File: config.mk
export PLATFORM = sky130hd
export DESIGN_NAME = irq_controller
export DESIGN_NICKNAME = d
export VERILOG_FILES = /design/src/rtl/irq_pkg.sv /design/src/rtl/irq_arbiter.sv /design/src/rtl/irq_controller.sv
export SDC_FILE = /design/constraint.sdc
export NUM_CORES = 1
export LEC_CHECK = 0
export CAP_MARGIN = 10
export CORE_MARGIN = 5
export CORE_UTILIZATION = 60
export CTS_CLUSTER_DIAMETER = 40
export DETAILED_ROUTE_END_ITERATION = 6
export DONT_BUFFER_PORTS = 1
export MAX_ROUTING_LAYER = met4
export PLACE_DENSITY = 0.72
export SYNTH_ARGS = -nofsm -noshare
export SYNTH_HDL_FRONTEND = slang
export SYNTH_SLANG_ARGS = --single-unit
export TNS_END_PERCENT = 1
File: constraint.sdc
create_clock -name clk -period 83.1 [get_ports clk]
set_clock_uncertainty 0.05 [all_clocks]
set_input_delay 0 -clock clk [delete_from_list [all_inputs] [get_ports clk]]
set_output_delay 0 -clock clk [all_outputs]
set_load 0.01 [all_outputs]
File: src/rtl/irq_pkg.sv
// Shared types, register map and helpers for the s1c88 interrupt controller.
package irq_pkg;

  typedef logic [1:0] irq_level_t;
  typedef logic [1:0] irq_state_t;

  localparam irq_state_t IDLE    = 2'd0;
  localparam irq_state_t REQUEST = 2'd1;
  localparam irq_state_t ACK     = 2'd2;

  localparam logic [4:0] ADDR_ENABLE  = 5'h00;
  localparam logic [4:0] ADDR_PENDING = 5'h04;
  localparam logic [4:0] ADDR_PRIO    = 5'h08;

  function automatic logic [31:0] src_mask(int n);
    logic [31:0] m;
    m = '0;
    for (int i = 0; i < 32; i++) begin
      if (i < n) m[i] = 1'b1;
    end
    return m;
  endfunction

  function automatic logic [63:0] prio_mask(int n);
    logic [63:0] m;
    m = '0;
    for (int i = 0; i < 32; i++) begin
      if (i < n) m[2*i +: 2] = 2'b11;
    end
    return m;
  endfunction

endpackage

File: src/rtl/irq_arbiter.sv
// Combinational eligibility and winner search: NMI first, then highest level, ties to lowest index.
module irq_arbiter
  import irq_pkg::*;
#(
  parameter int NMI_INDEX = 32
) (
  input  logic [31:0] pend,
  input  logic [31:0] en,
  input  logic [63:0] prio,
  input  logic [1:0]  imask,
  input  logic        nmi_pend,
  output logic [31:0] elig,
  output logic        win_vld,
  output logic        win_nmi,
  output logic [1:0]  win_level,
  output logic [5:0]  win_index
);

  always_comb begin
    irq_level_t lvl;
    lvl  = '0;
    elig = '0;
    for (int i = 0; i < 32; i++) begin
      lvl     = prio[2*i +: 2];
      elig[i] = pend[i] & en[i] & (lvl != 2'd0) & (lvl > imask);
    end
  end

  always_comb begin
    win_vld   = 1'b0;
    win_nmi   = 1'b0;
    win_level = 2'd0;
    win_index = 6'd0;
    if (nmi_pend) begin
      win_vld   = 1'b1;
      win_nmi   = 1'b1;
      win_level = 2'd3;
      win_index = 6'(NMI_INDEX);
    end else begin
      // Descending scan with >= lets the lowest index win a tie.
      for (int i = 31; i >= 0; i--) begin
        if (elig[i] && (prio[2*i +: 2] >= win_level)) begin
          win_vld   = 1'b1;
          win_level = prio[2*i +: 2];
          win_index = 6'(i);
        end
      end
    end
  end

endmodule

File: src/rtl/irq_controller.sv
// Edge-latched interrupt controller: register file, edge detect and request/ack FSM toward the s1c88 core.
module irq_controller
  import irq_pkg::*;
#(
  parameter int NUM_SOURCES = 32,
  parameter int NMI_INDEX   = 32
) (
  input  logic                   clk,
  input  logic                   reset_n,
  input  logic [NUM_SOURCES-1:0] irq_in,
  input  logic                   nmi_in,
  input  logic [4:0]             reg_addr,
  input  logic [7:0]             reg_wdata,
  input  logic                   reg_write,
  output logic [7:0]             reg_rdata,
  input  logic [1:0]             cpu_imask,
  output logic                   cpu_irq_req,
  output logic [1:0]             cpu_irq_level,
  output logic                   cpu_irq_nmi,
  output logic [5:0]             cpu_irq_index,
  input  logic                   cpu_iack
);

  localparam logic [31:0] SRC_MASK  = src_mask(NUM_SOURCES);
  localparam logic [63:0] PRIO_MASK = prio_mask(NUM_SOURCES);

  logic [31:0] irq_ext, irq_in_d, irq_edge, en, pend, w1c, ack_clr, elig;
  logic [63:0] prio;
  logic        nmi_d, nmi_edge, nmi_pend;
  irq_state_t  state;
  logic        lat_nmi;
  irq_level_t  lat_level;
  logic [5:0]  lat_index;
  logic        win_vld, win_nmi, lat_elig, ack_take, preempt;
  logic [1:0]  win_level;
  logic [5:0]  win_index;

  assign irq_ext  = 32'(irq_in) & SRC_MASK;
  assign irq_edge = irq_ext & ~irq_in_d;
  assign nmi_edge = nmi_in & ~nmi_d;

  irq_arbiter #(.NMI_INDEX(NMI_INDEX)) u_arb (
    .pend      (pend),
    .en        (en),
    .prio      (prio),
    .imask     (cpu_imask),
    .nmi_pend  (nmi_pend),
    .elig      (elig),
    .win_vld   (win_vld),
    .win_nmi   (win_nmi),
    .win_level (win_level),
    .win_index (win_index)
  );

  // Request is withdrawn the moment the latched source stops being eligible.
  assign lat_elig    = lat_nmi | elig[lat_index[4:0]];
  assign cpu_irq_req = (state == REQUEST) & lat_elig;
  assign ack_take    = cpu_irq_req & cpu_iack;
  assign preempt     = cpu_irq_req & win_vld & (win_level > lat_level);

  assign cpu_irq_level = lat_level;
  assign cpu_irq_nmi   = lat_nmi;
  assign cpu_irq_index = lat_index;

  always_comb begin
    w1c     = '0;
    ack_clr = '0;
    if (reg_write && (reg_addr[4:2] == ADDR_PENDING[4:2]))
      w1c[{reg_addr[1:0], 3'b000} +: 8] = reg_wdata;
    if (ack_take && !lat_nmi)
      ack_clr[lat_index[4:0]] = 1'b1;
  end

  always_comb begin
    reg_rdata = 8'h00;
    case (reg_addr[4:2])
      3'b000:         reg_rdata = en[{reg_addr[1:0], 3'b000} +: 8];
      3'b001:         reg_rdata = pend[{reg_addr[1:0], 3'b000} +: 8];
      3'b010, 3'b011: reg_rdata = prio[{reg_addr[2:0], 3'b000} +: 8];
      default:        reg_rdata = 8'h00;
    endcase
  end

  always_ff @(posedge clk or negedge reset_n) begin
    if (!reset_n) begin
      irq_in_d <= '0;
      nmi_d    <= 1'b0;
      pend     <= '0;
      nmi_pend <= 1'b0;
      en       <= '0;
      prio     <= '0;
    end else begin
      irq_in_d <= irq_ext;
      nmi_d    <= nmi_in;
      // A fresh edge beats both W1C and acknowledge on the same bit.
      pend     <= ((pend & ~w1c & ~ack_clr) | irq_edge) & SRC_MASK;
      nmi_pend <= (nmi_pend & ~(ack_take & lat_nmi)) | nmi_edge;
      if (reg_write && (reg_addr[4:2] == ADDR_ENABLE[4:2]))
        en[{reg_addr[1:0], 3'b000} +: 8] <= reg_wdata & SRC_MASK[{reg_addr[1:0], 3'b000} +: 8];
      if (reg_write && (reg_addr[4:3] == ADDR_PRIO[4:3]))
        prio[{reg_addr[2:0], 3'b000} +: 8] <= reg_wdata & PRIO_MASK[{reg_addr[2:0], 3'b000} +: 8];
    end
  end

  always_ff @(posedge clk or negedge reset_n) begin
    if (!reset_n) begin
      state     <= IDLE;
      lat_nmi   <= 1'b0;
      lat_level <= '0;
      lat_index <= '0;
    end else begin
      case (state)
        IDLE: begin
          if (win_vld) begin
            lat_nmi   <= win_nmi;
            lat_level <= win_level;
            lat_index <= win_index;
            state     <= REQUEST;
          end
        end
        REQUEST: begin
          if (!lat_elig) begin
            state <= IDLE;
          end else if (cpu_iack) begin
            state <= ACK;
          end else if (preempt) begin
            lat_nmi   <= win_nmi;
            lat_level <= win_level;
            lat_index <= win_index;
          end
        end
        ACK: begin
          if (!cpu_iack) state <= IDLE;
        end
        default: state <= IDLE;
      endcase
    end
  end

endmodule

==> metrics.csv, run 1 <==
metric,value,unit
grt_max_degree,173,
synth_area_leaders,"dfrtp_1, ha_1, nand2_1",
cts-buffers-inserted,17,
grt_pass1_wl,67.1,mm
overflow,0,
synth_warnings,0,
ys_seq_area_share,33.3,%
synth.distinct_cells,95,
wl_per_cell,25.6,um
initialDrtViolationCount,1438,
max_freq,0.0239,GHz
slowest_delay,490,ps
yosys.area_share.simple,19.2,%
slew_viol_final,0,
crit_buf_inv,5,
clock-root-buffer,clkbuf_16,
ios,70,
hold_start,reg_write,
p_switching,0.0996,mW
critPathSlowestCell,nor2b_1,
dr.pass1.iters,6,
syn_avg_cell_area,9.19,sq um
layout_min_cycle_time,41790,ps
drc,0,
htreeDepth,4,
dp.cells,1643,
cpMostUsedCell,ha_1,
synth_top_family_by_area,compound AO/OA/AOI/OAI gates,
die_area,24600,sq um
track_usage,37.4,%
power.density,18.4,nW/um^2
r2r_start,prio[63],
drive_above_1_share,10.8,%
critPathArrivalTime,42080,ps
die_x,157,um
hold_violations,0,
worst_pin_slew,1090,ps
fin_crit_sh,50.3,%
antenna_found_initial,1,
p_leak,6.19,nW
via_per_inst,6.93,
drv.max_cap_violation_count,0,
postSynthCellCount,1405,
worstSetupStartpoint,prio[63],
multi_input_area,8050,sq um
setup_tns,0,ps
die_h,157,um
gp_congestion,1.01,
worst_slack,41310,ps
p_comb_share,28.0,%
ys_seq_elements,172,
r2r_slack,41310,ps
power.internal,0.162,mW
synthesis.nets,1561,
place_area,13100,sq um
setup_viol,0,
drt_wl_total,44.1,mm
start_util,61.2,%
antenna_cells,0,
hold_path.class,in -> reg,
place_ws,42180,ps
area_delta_synth_final,10.2,%
async_flop_share,100,%
synthesis.area,12900,sq um
ant_nets,0,
cts_resized,0,
synth_top_cell_by_area,dfrtp_1,
num_vias,11900,
cts_tree,yes,
clock_latency,450,ps
seq_area,4300,sq um
rsz0062_at_grt,false,
cp_top_family,compound AO/OA/AOI/OAI gates,
critPathRequiredTime,83390,ps
cts_sinks,172,
ys_dominant_reg_cell,dfrtp_1,
synth_xor_xnor_area_share,0,%
slew_headroom,26.4,%
status,"complete, no violations",
synthAdderAreaFrac,10.4,%
first_global_vias,11500,
final_area,14200,sq um
seqPwrFrac,39.8,%
yosysTopAreaCellShare,33.3,%
critPathCaptureType,flop,
crit_fanout,9,
cts_buffer_depth,2,
synth-compound-area-share,22.9,%
switching_share,38.0,%
nFillCells,1733,
synth-edff-count,0,
ir_worst_vdd,0.0119,mV
clk_pin_slew,90,ps
dp_hpwl,32.9,mm
final_cells,1724,
rows,53,
critPathKind,reg -> reg,
num-nets-final,1592,
start_kind,flop,
synthMuxAreaShare,9.70,%
power.share.clock,32.2,%
io_buffers,0,
placeableCoreArea,21100,sq um
-- worst paths after layout --
kind	endpoint	depth (start not counted)
max	cpu_irq_level[0]	199
max in group asynchronous	irq_in_d[3]	2
min in group asynchronous	nmi_pend	2
min	pend[18]	3
max reg2reg	cpu_irq_level[0]	199
min reg2reg	pend[12]	1
-- metrics by stage --
step | hold slack, ps | power, mW | util [%]
after detailed placement | -341 | 0.172 | 62.3
after global routing | 24.0 | 0.274 | 67.5
after CTS | 7.55 | 0.259 | 67.5
after global placement | -342 | 0.169 | 62.3
final | 21.9 | 0.262 | 67.5
after floorplan | -346 | 0.152 | -
-- registers in the layout, indices dropped and copies added (netlist names), 2 cells and up --
| register | count |
|---|---|
| prio | 64 |
| irq_in_d | 32 |
| cpu_irq_index | 5 |
| state | 2 |
| cpu_irq_level | 2 |
| en | 32 |
| pend | 32 |
-- kinds of logic after synthesis --
kind of cell | count (synthesis)
AOI/OAI and AO/OA | 392
adders and majority gates | 108
buffers and inverters | 147
DFF | 172
muxes | 82
and+or+nand+nor | 504
-- layer usage --
| metal | up-vias | GRT usage [%] | wire [um] |
|---|---|---|---|
| met5 | - | - | 0 |
| met4 | 0 | 16.8 | 2330 |
| met3 | 156 | 8.60 | 5020 |
| met2 | 714 | 55.8 | 19500 |
| met1 | 5784 | 48.8 | 17300 |
| li1 | 5291 | - | - |
-- power by group through the flow --
stage | Sequential, mW | Combinational [mW] | Clock (mW)
floorplan | 0.0993 | 0.0527 | 0
global placement | 0.105 | 0.0641 | 0
detailed placement | 0.105 | 0.0669 | 0
CTS | 0.103 | 0.0719 | 0.0840
global route | 0.105 | 0.0815 | 0.0880
finish | 0.104 | 0.0734 | 0.0842
-- synthesized netlist by cell type, types with 26 or more instances --
| cell | count |
|---|---|
| a21oi_1 | 28 |
| and2_1 | 30 |
| clkbuf_1 | 35 |
| dfrtp_1 | 172 |
| ha_1 | 104 |
| inv_1 | 102 |
| mux2_2 | 39 |
| mux4_2 | 29 |
| nand2_1 | 217 |
| nand2b_1 | 47 |
| nand3_1 | 26 |
| nor2_1 | 77 |
| nor2b_1 | 42 |
| o2111ai_1 | 29 |
| o21ai_0 | 99 |
| o31ai_1 | 28 |
-- cell usage in the layout (no fill, tap or decap), types with 6 or more instances in the layout --
master | synthesis | final
dlygate4sd3_1 | 0 | 48
nand3_1 | 26 | 26
o221ai_1 | 25 | 25
and2_1 | 30 | 30
nor2b_1 | 42 | 42
o211a_1 | 12 | 12
nand4_1 | 9 | 9
inv_1 | 102 | 102
ha_1 | 104 | 104
a211oi_1 | 24 | 24
dfrtp_1 | 172 | 172
o211ai_1 | 25 | 25
nor3_1 | 9 | 8
and3_1 | 7 | 7
clkbuf_16 | 0 | 17
buf_4 | 1 | 6
mux2_2 | 39 | 39
nand2b_1 | 47 | 47
o31ai_1 | 28 | 28
a21o_1 | 7 | 7
a2bb2oi_1 | 7 | 7
mux2i_1 | 10 | 10
a311oi_1 | 8 | 8
a21oi_1 | 28 | 28
nor2_1 | 77 | 77
nand2_1 | 217 | 217
a31oi_1 | 8 | 8
o2111ai_1 | 29 | 29
o21ai_0 | 99 | 99
mux4_2 | 29 | 29
-- cell type report --
class,count,area share [%]
clock buffer,18,3.01
clock inverter,14,1.20
inverter,104,2.74
multi-input combinational,1086,56.5
sequential,172,30.2
tap,275,2.42
timing repair buffer,55,3.88
-- tightest hold or removal path: cells and delay by family --
family | cells | cell delay, ps
and+or+nand+nor | 1 | 250
AOI/OAI and AO/OA | 2 | 230
-- timing repair --
item	CTS	global route
hold buffers	49	0
hold endpoints to repair	332	0
setup buffers	0	0
Power figures use the tool's default switching activity.
==> inputs of run 2 (changes only) <==
ABC_AREA = 1   (was default)
CORE_UTILIZATION = 59   (was 60)
PLACE_DENSITY = 0.74   (was 0.72)
clock period = 38 ns   (was 83.1 ns; I/O delays follow)
==> run 2 against run 1 <==
Effect of this change: global-route usage increased by 1.6 points; design area fell by 1.8%; largest cell class unchanged; critical path depth increased by 45; non-clock buffer count increased by 2; combinational power rose to 3.5 times the previous value; largest power group is now combinational logic; cell count increased by 20%.
==> metrics.csv, run 2 <==
metric,value,unit,change
top_register,prio,,
cts_sinks,172,,unchanged
place_area,12800,sq um,-2.4%
die_x,156,um,-0.30%
whs,51.0,ps,+29.1 ps
cpMostUsedCell,nand2_1,,
slowest_delay,440,ps,-50 ps
dp_hpwl,34.3,mm,+4.2%
worst_pin_slew,1120,ps,+24.7 ps
overflow,0,,unchanged
rsz0062_at_grt,false,,
async_flop_share,100,%,unchanged
cts_setup_buffers,0,,unchanged
setup_viol,0,,unchanged
cts_resized,0,,unchanged
critPathSlowestCell,dfrtp_1,,
num_vias,12900,,+7.9%
track_usage,39.0,%,+1.6 points
hold_violations,0,,unchanged
synth_area_leaders,"dfrtp_1, ha_1, nand2_1",,
ys_seq_elements,172,,unchanged
ios,70,,unchanged
p_leak,6.65,nW,+7.5%
ys_dominant_reg_cell,dfrtp_1,,
synth.distinct_cells,50,,-47%
syn_avg_cell_area,7.19,sq um,-22%
postSynthCellCount,1755,,+25%
critPathArrivalTime,32310,ps,-9770 ps
synthesis.area,12600,sq um,-2.3%
num-nets-final,1937,,+22%
cts-buffers-inserted,17,,unchanged
grt_max_degree,173,,unchanged
synth_top_cell_by_area,dfrtp_1,,
dp.cells,1987,,+21%
htreeDepth,4,,unchanged
start_kind,flop,,
synth.most_common_cell,nand2_1,,
synthesis.nets,1911,,+22%
synth_top_family_by_area,simple AND/OR/NAND/NOR gates,,
cts_tree,yes,,
dr.pass1.iters,5,,-1
gp_congestion,1.09,,+7.0%
layout_min_cycle_time,32000,ps,-9790 ps
io_buffers,0,,unchanged
clk_pin_slew,80,ps,about the same
mostFrequentLayoutCell,nand2_1,,
critPathKind,reg -> reg,,
final_cells,2070,,+20%
synth_warnings,0,,unchanged
clock-root-buffer,clkbuf_16,,
synth_xor_xnor_area_share,0,%,unchanged
grt_pass1_wl,69.7,mm,+3.8%
final_util,66.5,%,-1.0 points
placeableCoreArea,21000,sq um,-0.31%
drc,0,,unchanged
wl_per_cell,22.3,um,-13%
critPathRequiredTime,38310,ps,"-45,080 ps"
synth_commonest_cells,"nand2_1, inv_1, o21ai_0",,
nFillCells,1906,,+10%
yosysTopAreaCellShare,34.1,%,+0.79 points
rows,53,,unchanged
postCtsHoldBufs,50,,+2.0%
clock_latency,450,ps,about the same
initialDrtViolationCount,1669,,+16%
crit_fanout,14,,+5
drv.max_cap_violation_count,0,,unchanged
yosys.area_share.simple,22.6,%,+3.4 points
drt_wl_total,46.1,mm,+4.5%
synth-compound-area-share,22.1,%,-0.81 points
via_per_inst,6.23,,-10%
synthMuxAreaShare,0.178,%,-9.5 points
setup_tns,0,ps,unchanged
slew_viol_final,0,,unchanged
power.density,48.6,nW/um^2,+160%
synthAdderAreaFrac,10.3,%,-0.082 points
status,"complete, no violations",,
first_global_vias,12000,,+5.0%
mostFrequentLayoutCells,"nand2_1, inv_1, o21ai_0",,
ir_worst_vdd,0.0294,mV,+150%
critPathCaptureType,flop,,
slew_headroom,23.5,%,-2.9 points
largest_reg_flops,64,,unchanged
die_area,24400,sq um,-0.61%
final_area,14000,sq um,-1.8%
fin_crit_sh,84.2,%,+34 points
hold_path.class,in -> reg,,
ant_nets,0,,unchanged
cts_buffer_depth,2,,unchanged
synth-edff-count,0,,unchanged
ys_seq_area_share,34.1,%,+0.79 points
start_util,60.0,%,-1.2 points
antenna_found_initial,0,,-1
drive_above_1_share,5.24,%,-5.5 points
die_h,156,um,-0.30%
area_delta_synth_final,10.7,%,
max_freq,0.0313,GHz,+31%
==> run 2: worst paths after layout <==
| kind | from | endpoint | slack (ps) | depth (start not counted) |
|---|---|---|---|---|
| min in group asynchronous | reset_n | prio[30] | 160 | 2 |
| max | prio[63] | cpu_irq_level[1] | 6000 | 244 |
| max reg2reg | prio[63] | cpu_irq_level[1] | 6000 | 244 |
| min | reg_addr[1] | pend[19] | 50 | 4 |
| max in group asynchronous | reset_n | prio[36] | 36920 | 2 |
| min reg2reg | irq_in_d[9] | pend[9] | 360 | 1 |
==> run 2: critical path, delay by kind of cell, from the launching register on <==
kind | cells | cell delay, ps
AND/OR/NAND/NOR | 144 | 16290
adder cells (fa/ha/maj) | 33 | 8640
AO/OA/AOI/OAI | 25 | 3430
buffers and inverters | 42 | 2960
flip-flops | 1 | 440
==> run 2: final cells by class <==
type	instances	area [sq um]	share of cell area, %
inverter	304	1140	8.17
tap	275	344	2.46
timing repair buffer	57	571	4.08
antenna	1	2.50	0.0179
clock inverter	15	216	1.55
multi-input combinational	1229	6970	49.9
clock buffer	17	425	3.04
sequential	172	4300	30.8
==> run 2: routing by layer <==
metal	up-vias	global-route usage [%]	routed length [um]
met5	-	-	0
met2	736	56.6	19800
met1	6019	52.7	18500
li1	5993	-	-
met4	0	17.3	2410
met3	138	8.32	5480
==> run 2: per-stage QoR <==
step	worst slack [ps]	total power [mW]
after floorplan	9760	0.402
after global placement	7380	0.462
after detailed placement	6490	0.472
after CTS	6500	0.671
after global routing	2720	0.718
final	6000	0.680
==> run 2: kinds of logic after synthesis <==
| kind of cell | count (synthesis) |
|---|---|
| AND/OR/NAND/NOR | 653 |
| adder cells (fa/ha/maj) | 104 |
| flip-flops | 172 |
| AO/OA/AOI/OAI | 470 |
| buffers and inverters | 354 |
| multiplexers | 2 |
==> run 2: power breakdown <==
part | switching, mW | internal, mW | total, mW | leakage, nW
logic | 0.177 | 0.0832 | 0.260 | 4.28
clock network | 0.0905 | 0.102 | 0.192 | 0.312
registers | 0.0239 | 0.204 | 0.228 | 2.06
